$ cat src/rtl/fpu_result_arbiter.sv
// fpu_result_arbiter: round-robin funnel from N_UNITS FPU execution units into
// one registered result slot (value, IEEE flags, source index).
//
// Handshake: a transfer happens on a rising clk edge where valid and ready are
// both high. A producer holds valid and its payload stable until it sees
// ready; a consumer may raise or drop ready at any time. ready_out here
// depends combinationally on valid_in and ready_in, so a unit must never make
// its valid depend on its own ready.
module fpu_result_arbiter #(
  parameter  int N_UNITS = 4,
  localparam int IDX_W   = (N_UNITS > 1) ? $clog2(N_UNITS) : 1
) (
  input  logic                   clk,
  input  logic                   reset,
  input  logic [N_UNITS-1:0]     valid_in,
  output logic [N_UNITS-1:0]     ready_out,
  input  logic [32*N_UNITS-1:0]  data_in,
  input  logic [5*N_UNITS-1:0]   flags_in,
  output logic                   valid_out,
  input  logic                   ready_in,
  output logic [31:0]            float_out,
  output logic [4:0]             fflags_out,
  output logic [IDX_W-1:0]       src_out
);

  // Rotating priority pointer: the unit scanned first in the current cycle.
  logic [IDX_W-1:0]   ptr;
  logic [IDX_W-1:0]   ptr_next;

  // The output slot can take a new result when empty or being drained now.
  logic               slot_free;

  logic [N_UNITS-1:0] grant;
  logic               grant_any;
  logic [IDX_W-1:0]   grant_idx;
  logic [31:0]        sel_data;
  logic [4:0]         sel_flags;

  assign slot_free = !valid_out || ready_in;

  // Scan units ptr, ptr+1, ... (mod N_UNITS); the first requester wins.
  always_comb begin
    int idx;
    idx       = 0;
    grant     = '0;
    grant_any = 1'b0;
    grant_idx = '0;
    sel_data  = '0;
    sel_flags = '0;
    for (int k = 0; k < N_UNITS; k++) begin
      // ptr < N_UNITS, so one conditional subtract gives the modulo.
      idx = int'(ptr) + k;
      if (idx >= N_UNITS) idx = idx - N_UNITS;
      if (!grant_any && valid_in[idx]) begin
        grant_any      = 1'b1;
        grant[idx]     = 1'b1;
        grant_idx      = idx[IDX_W-1:0];
        sel_data       = data_in[32*idx +: 32];
        sel_flags      = flags_in[5*idx +: 5];
      end
    end
  end

  // Pointer moves just past the winner; explicit wrap handles non-power-of-two.
  always_comb begin
    ptr_next = '0;
    if (int'(grant_idx) != N_UNITS - 1) ptr_next = grant_idx + IDX_W'(1);
  end

  // Only the winner is told ready, and only when the slot can take it.
  always_comb begin
    ready_out = '0;
    if (slot_free) ready_out = grant;
  end

  // Output slot and pointer: capture beats drain so there is no bubble.
  always_ff @(posedge clk or posedge reset) begin
    if (reset) begin
      valid_out  <= 1'b0;
      float_out  <= '0;
      fflags_out <= '0;
      src_out    <= '0;
      ptr        <= '0;
    end else if (grant_any && slot_free) begin
      valid_out  <= 1'b1;
      float_out  <= sel_data;
      fflags_out <= sel_flags;
      src_out    <= grant_idx;
      ptr        <= ptr_next;
    end else if (valid_out && ready_in) begin
      valid_out  <= 1'b0;
      float_out  <= '0;
      fflags_out <= '0;
      src_out    <= '0;
    end
  end

endmodule

$ cat config.mk
export PLATFORM = sky130hd
export DESIGN_NAME = fpu_result_arbiter
export DESIGN_NICKNAME = d
export VERILOG_FILES = /design/src/rtl/fpu_result_arbiter.sv
export SDC_FILE = /design/constraint.sdc
export NUM_CORES = 1
export LEC_CHECK = 0
export CORE_MARGIN = 5
export CORE_UTILIZATION = 56
export DETAILED_ROUTE_END_ITERATION = 7
export PLACE_DENSITY_LB_ADDON = 0.08
export SYNTH_ARGS = -nofsm -noshare
export SYNTH_HDL_FRONTEND = slang
export SYNTH_SLANG_ARGS = --single-unit
$ cat constraint.sdc
create_clock -name clk -period 10.2 [get_ports clk]
set_input_delay 1.02 -clock clk [delete_from_list [all_inputs] [get_ports clk]]
set_output_delay 1.02 -clock clk [all_outputs]
set_load 0.02 [all_outputs]
Word level (Yosys, flattened, before mapping) --
Index checks and enable logic that the tools add are counted.
Word-level totals: output and inout bits 44, register bits after elaboration 42, bits of input ports 155, logic and storage cells 110
Operators by class: multipliers 4, reductions and logical operators 15, shifts and indexed selects 8, add/subtract/negate cells 8, bitwise gates (word level) 3, muxes and demuxes 54, magnitude comparators 12, eq/ne operators 1
Operators by type and width (number):
- $shiftx A128 B32 Y32 | 4
- $mux W32 | 10
- $ge A32 B1 Y1 const B | 4
- $lt A32 B4 Y1 const B | 4
- $mul A4 B32 Y32 const A | 4
- $shiftx A20 B32 Y5 | 4
- $mux W5 | 6
- $mux W4 | 5
- $mux W1 | 18
- $mux W2 | 7
- $or A4 B4 Y4 | 3
- $sub A3 B3 Y4 const B | 3
- $ge A3 B3 Y1 const B | 3
- $logic_and A1 B1 Y1 | 9
- $bmux W1 S2 | 4
- $demux W1 S2 | 4
- $add A2 B2 Y3 const B | 2
- $logic_not A1 Y1 | 4
- $sub A2 B3 Y4 const B | 1
- $add A2 B1 Y3 const B | 1
- $ge A2 B3 Y1 const B | 1
- $add A2 B1 Y2 const B | 1
- $ne A2 B1 Y1 const B | 1
- $reduce_bool A2 Y1 | 1
- $logic_or A1 B1 Y1 | 1

Logic depth before layout (Yosys ltp) --
Gate-level depths: netlist (run 1).
depth in word-level cells 17, mapped depth 21, mapped depth without buffers 13

Worst setup path before layout (run 1) --
No wires, ideal clock.
kind register to register, start reg (tool-made name), end reg fflags_out[4], slack 5108 ps, stages on the path, launching flop included 22, path buffers 11, period minus slack after synthesis 5092 ps, required time 10105 ps, setup time 95 ps, arrival time 4997 ps, cell sequence dfrtp_1 buf_6 buf_4 buf_4 buf_4 buf_2 inv_1 ha_1 buf_4 buf_2 buf_2 buf_1 buf_2 and2_1 ha_1 clkbuf_1 nand2_1 or4_1 or3b_2 a21oi_1 a2111oi_0 o31ai_1
RTL lines:
- end signal, assigned | RTL line 87 | fflags_out <= sel_flags;
- end, declared | RTL line 22 | output logic [4:0] fflags_out,

==> results of run 1 <==
## final timing paths
kind | from | end | slack [ps] | depth (start not counted)
min reg2reg | fflags_out[4] | fflags_out[4] | 490 | 2
min in group asynchronous | reset | float_out[5] | 1280 | 2
max reg2reg | flip-flop | fflags_out[4] | 4630 | 12
max | flip-flop | ready_out[1] | 3970 | 9
min | fflags_out[4] | fflags_out[4] | 490 | 2
max in group asynchronous | reset | asynchronous set/reset pin | 8170 | 2
## power breakdown
part | leakage (nW) | switching (mW) | total [mW] | internal, mW
Combinational | 3.09 | 1.53 | 2.93 | 1.39
Sequential | 0.515 | 0.101 | 0.351 | 0.250
Clock | 0.0836 | 0.0810 | 0.196 | 0.115
## cell usage in the layout, fill, tap and decap left out, drive strengths merged, types with 5 or more instances in the layout
| cell | n |
|---|---|
| and3 | 7 |
| nand2b | 8 |
| and2 | 5 |
| o21ai | 42 |
| dfrtp | 42 |
| mux4 | 107 |
| a22oi | 29 |
| mux2i | 58 |
| nand3 | 6 |
| clkdlybuf4s50 | 198 |
| a21oi | 51 |
| buf | 10 |
| o211ai | 18 |
| a32oi | 5 |
| nor2b | 6 |
| o31ai | 7 |
| inv | 14 |
| a221oi | 18 |
| nand2 | 71 |
| nor3 | 6 |
| o221ai | 16 |
| nor2 | 48 |
| a22o | 15 |
| mux2 | 61 |
| clkbuf | 5 |
| ha | 14 |
| a221o | 12 |
| o22ai | 8 |
## synth_stat cells, types with 7 or more instances
master	instances	area, µm²
mux4_2	107	2410
nand2_1	71	267
mux2_2	61	687
mux2i_1	58	581
a21oi_1	51	255
nor2_1	47	176
dfrtp_1	42	1050
clkbuf_1	40	150
o21ai_0	40	200
buf_2	32	160
a22oi_1	29	218
a221oi_1	18	158
o211ai_1	18	135
o221ai_1	16	140
a22o_1	15	131
buf_4	14	105
ha_1	14	175
inv_1	14	52.6
a221o_1	12	120
nand2b_1	8	50.1
o22ai_1	8	50.1
and3_1	7	43.8
buf_1	7	26.3
## stage by stage
| step | power, mW | utilization | std cells | setup slack [ps] |
|---|---|---|---|---|
| after floorplan | 2.57 | - | 817 | 5110 |
| after global placement | 3.15 | 0.708 | 1111 | 4470 |
| after detailed placement | 3.23 | 0.708 | 1111 | 4360 |
| after CTS | 3.44 | 0.720 | 1119 | 4020 |
| after global routing | 3.70 | 0.720 | 1120 | 3600 |
| final | 3.47 | 0.720 | 1120 | 3970 |
## tightest hold or removal path, cell delays in order, from the launching register on
cell and delay (ps):
dfrtp_1 350, nand2_1 50, o31ai_1 60
## cell type report
class	instances	share of cell area
clock buffer	5	0.0124
antenna	1	0.000248
sequential	42	0.105
inverter	14	0.00521
multi-input combinational	667	0.647
timing repair buffer	208	0.204
clock inverter	3	0.00397
tap	180	0.0223
## registers in the layout, indices dropped and copies added, names as in the netlist, named ones only
name	flops
float_out	32
src_out	2
fflags_out	5
ptr	1
valid_out	1
## kinds of logic after synthesis
kind of cell / count (synthesis)
AOI/OAI and AO/OA: 246
xor gates and xnor gates: 5
adders and majority gates: 15
buffers and inverters: 108
DFF: 42
muxes: 226
and+or+nand+nor: 175
## routing by layer
metal / vias to the layer above / share of wire
met2: 619 / 0.50
met3: 97 / 0.10
met5: - / 0
li1: 3571 / -
met1: 4112 / 0.37
met4: 0 / 0.036
==> out/qor.yml, run 1 <==
synth_edf_count: 0
core-area_um2: 14000
grt_max_degree: 74
synthFlopType: "dfrtp_1"
synth-xor-area-share: 0.00544
crit_chain: "buf_4 -> buf_4 -> mux4_2 -> nor4b_4 -> nand2_1 -> o21ai_0 -> a21oi_1 -> nor2_1 -> clkdlybuf4s50_1"
cpLargestDelayFamily: "buffers and inverters"
cp_num_buf_inv: 3
critPathLaunchType: "flip-flop"
p_per_area_nw_per_um2: 345
use_met1: 0.423
row_count: 43
drt-total-wl_um: 28000
die_y_um: 130
synthSimpleGateAreaFrac: 0.103
drtPass1Iterations: 5
grt_pass1_vias: 8369
cts_root_buf: "clkbuf_16"
async_flop_share: 1.00
ctsHtreeMaxLevel: 2
io_buffers: 198
period_share: 0.611
slew_violations: 0
critPathKind: "flip-flop to output pin"
initial_utilization: 0.575
maxCapViolCount: 0
critPathMaxStageDelay_ps: 1000
synth_compound_area_frac: 0.217
syn_nets: 987
synth_top_family_by_area: "multiplexers"
cts.sinks: 42
yosys.cell_types.count: 65
crit_required_ps: 9180
synth_cells: 817
drt_iter0_drc: 1021
tightestPinTransition_ps: 1260
via_count: 8399
yosysWarnings: 0
numCtsBuffers: 5
track_usage: 0.324
holdBufCountCts: 0
rsz0062_at_grt: "no"
multi_input_area_um2: 6520
irDropWorstVdd_mv: 0.261
syn-cell-area_um2: 8050
hold_ws_ps: 488
critPathSlowestCell: "dfrtp_4"
synth.avg_cell_area_um2: 9.85
clkLatencyLatePin_ps: 300
grt.busiest_layer: "met2"
cts_tree: "done"
max_slew_margin: 0.160
clk_pin_slew_ps: 70
final_area_um2: 10100
leakagePower_nw: 3.69
drc_errors: 0
worst-path-max-fanout: 60
fillers: 1015
use_met3: 0.0426
die-area_um2: 16900
ant_nets: 0
path_common_cell: "buf_4"
met2_usage: 0.552
yosysSeqAreaShare: 0.131
synth_mux_area_frac: 0.457
min_period_ps: 6230
via_per_inst: 7.50
cts_resized: 0
areaGrowthSynthToFinish_pct: 25.2
finalHoldViolCount: 0
routabilityCongestion: 0.954
fmaxAchievable_mhz: 160
drive_gt1_frac: 0.216
placed_area_um2: 9910
grt_pass1_wl_um: 43900
setup_viol: 0
design.final.nets: 1108
skew_ps: 5.74
dp_hpwl_um: 19600
fin_setup_tns_ps: 0
die_w_um: 130
io_pins: 199
hold_class: "flip-flop to flip-flop"
cts_setup_buffers: 0
cp.arrival_ps: 5210
final-seq-area_um2: 1060
clk_path_buf_depth: 2
crit_path_end_kind: "output pin"
grt_antenna_before_repair: 1
overflow: 0
synthAdderAreaFrac: 0.0243
ys_ff_latch: 42
wl_per_cell_um: 25.0
outcome: "finished clean"
Power figures use the tool's default switching activity.
==> run 2, diff against run 1 <==
Settings changed: CORE_UTILIZATION 56 to 47.
Clock period 10.2 ns to 5.3 ns, I/O delays scaled along.
==> out/qor.yml, run 2 (synthesis results as in run 1) <==
outcome: "finished clean"
die-area_um2: 19800
worst-r2r-setup-slack_ps: 940
critPathMaxStageDelay_ps: 770
holdBufCountCts: 0
clk_pin_slew_ps: 70
critPathKind: "flip-flop to output pin"
hold_class: "flip-flop to flip-flop"
design.final.nets: 1113
worst-path-max-fanout: 28
place_inst: 1156
drt-total-wl_um: 29400
grt_max_degree: 162
ctsHtreeMaxLevel: 2
cp_num_buf_inv: 2
drtPass1Iterations: 5
cpLargestDelayFamily: "buffers and inverters"
core-area_um2: 16700
cts.sinks: 42
die_w_um: 141
cts_root_buf: "clkbuf_16"
track_usage: 0.291
hold_ws_ps: 495
cts_setup_buffers: 0
via_per_inst: 7.07
tightestPinTransition_ps: 1250
routabilityCongestion: 0.926
cts_resized: 0
skew_ps: 9.94
rsz0062_at_grt: "no"
dp_hpwl_um: 20900
crit_chain: "inv_1 -> ha_4 -> mux4_2 -> nor2b_1 -> a22oi_1 -> o21ai_0 -> a21oi_1 -> nor2_1 -> clkdlybuf4s50_1"
fmaxAchievable_mhz: 216
grt_antenna_before_repair: 0
cts_tree: "done"
antenna_cells: 0
period_share: 0.874
wl_per_cell_um: 25.2
fin_setup_tns_ps: 0
drive_gt1_frac: 0.219
row_count: 47
overflow: 0
grt_pass1_vias: 8335
critPathSlowestCell: "dfrtp_2"
setup_viol: 0
instances_no_fill: 1164
layout_commonest_cell: "clkdlybuf4s50_1"
crit_required_ps: 4770
io_buffers: 198
leakagePower_nw: 3.71
largest_reg_flops: 32
max_slew_margin: 0.163
top_register: "float_out"
crit_path_end_kind: "output pin"
clkLatencyLatePin_ps: 310
cp.arrival_ps: 4100
drt_iter0_drc: 652
drc_errors: 0
via_count: 8231
min_period_ps: 4630
finalHoldViolCount: 0
final_cell_mix: "198 x clkdlybuf4s50_1, 107 x mux4_2, 71 x nand2_1, 61 x mux2_2, 57 x mux2i_1"
ant_nets: 0
maxCapViolCount: 0
io_pins: 199
numCtsBuffers: 5
areaGrowthSynthToFinish_pct: 26.2
die_y_um: 141
clk_path_buf_depth: 2
top_regs: "float_out (32), fflags_out (5), src_out (2)"
irDropWorstVdd_mv: 0.402
slew_violations: 0
p_per_area_nw_per_um2: 661
initial_utilization: 0.482
critPathLaunchType: "flip-flop"
grt_pass1_wl_um: 46700
-- run 2: power by group --
group | total, mW | internal (mW) | switching [mW]
Clock | 0.340 | 0.188 | 0.152
Combinational | 5.74 | 2.72 | 3.02
Sequential | 0.638 | 0.483 | 0.155
Total | 6.72 | 3.39 | 3.33
-- run 2: final timing paths --
kind / from / end / cells past startpoint
worst max-delay path: ptr[1] / ready_out[1] / 9
worst min-delay path: float_out[8] / float_out[8] / 1
worst max register to register: ptr[1] / fflags_out[1] / 13
worst min register to register: float_out[8] / float_out[8] / 1
max in group asynchronous: reset / asynchronous set/reset pin / 2
min in group asynchronous: reset / float_out[2] / 2
-- run 2: worst register-to-register path, cell delays in order, from the launching register on --
cell	delay [ps]
dfrtp_2	640
inv_1	230
buf_4	380
ha_1	410
nand2_1	310
inv_1	180
ha_1	180
nand2_1	90
fa_1	770
nor2_1	130
a221oi_1	320
nor2_1	70
a211o_1	290
a32o_1	250
-- run 2: final cells by class --
cell class | count | area, µm²
fillers | 1417 | 6540
multi-input cells | 667 | 6520
repair buffers | 213 | 2110
flip-flops and latches | 42 | 1060
well taps | 220 | 275
clock buffers | 7 | 143
inverters | 14 | 52.6
clock inverters | 1 | 5.00
-- run 2: metal layers --
metal  GRT usage  up-vias  share of wire
met5           0        -              0
met1       0.396     4155           0.40
met3      0.0359       50          0.081
li1            -     3576              -
met4      0.0959        0          0.024
met2       0.483      450           0.50
-- run 2: per-stage QoR --
| step | setup slack [ps] | util | area, µm² | total power [mW] |
|---|---|---|---|---|
| after floorplan | 208 | - | 8050 | 4.95 |
| after global placement | 1140 | 0.599 | 10000 | 6.26 |
| after detailed placement | 1000 | 0.599 | 10000 | 6.33 |
| after CTS | 722 | 0.608 | 10200 | 6.69 |
| after global routing | 454 | 0.608 | 10200 | 7.20 |
| final | 667 | 0.608 | 10200 | 6.72 |
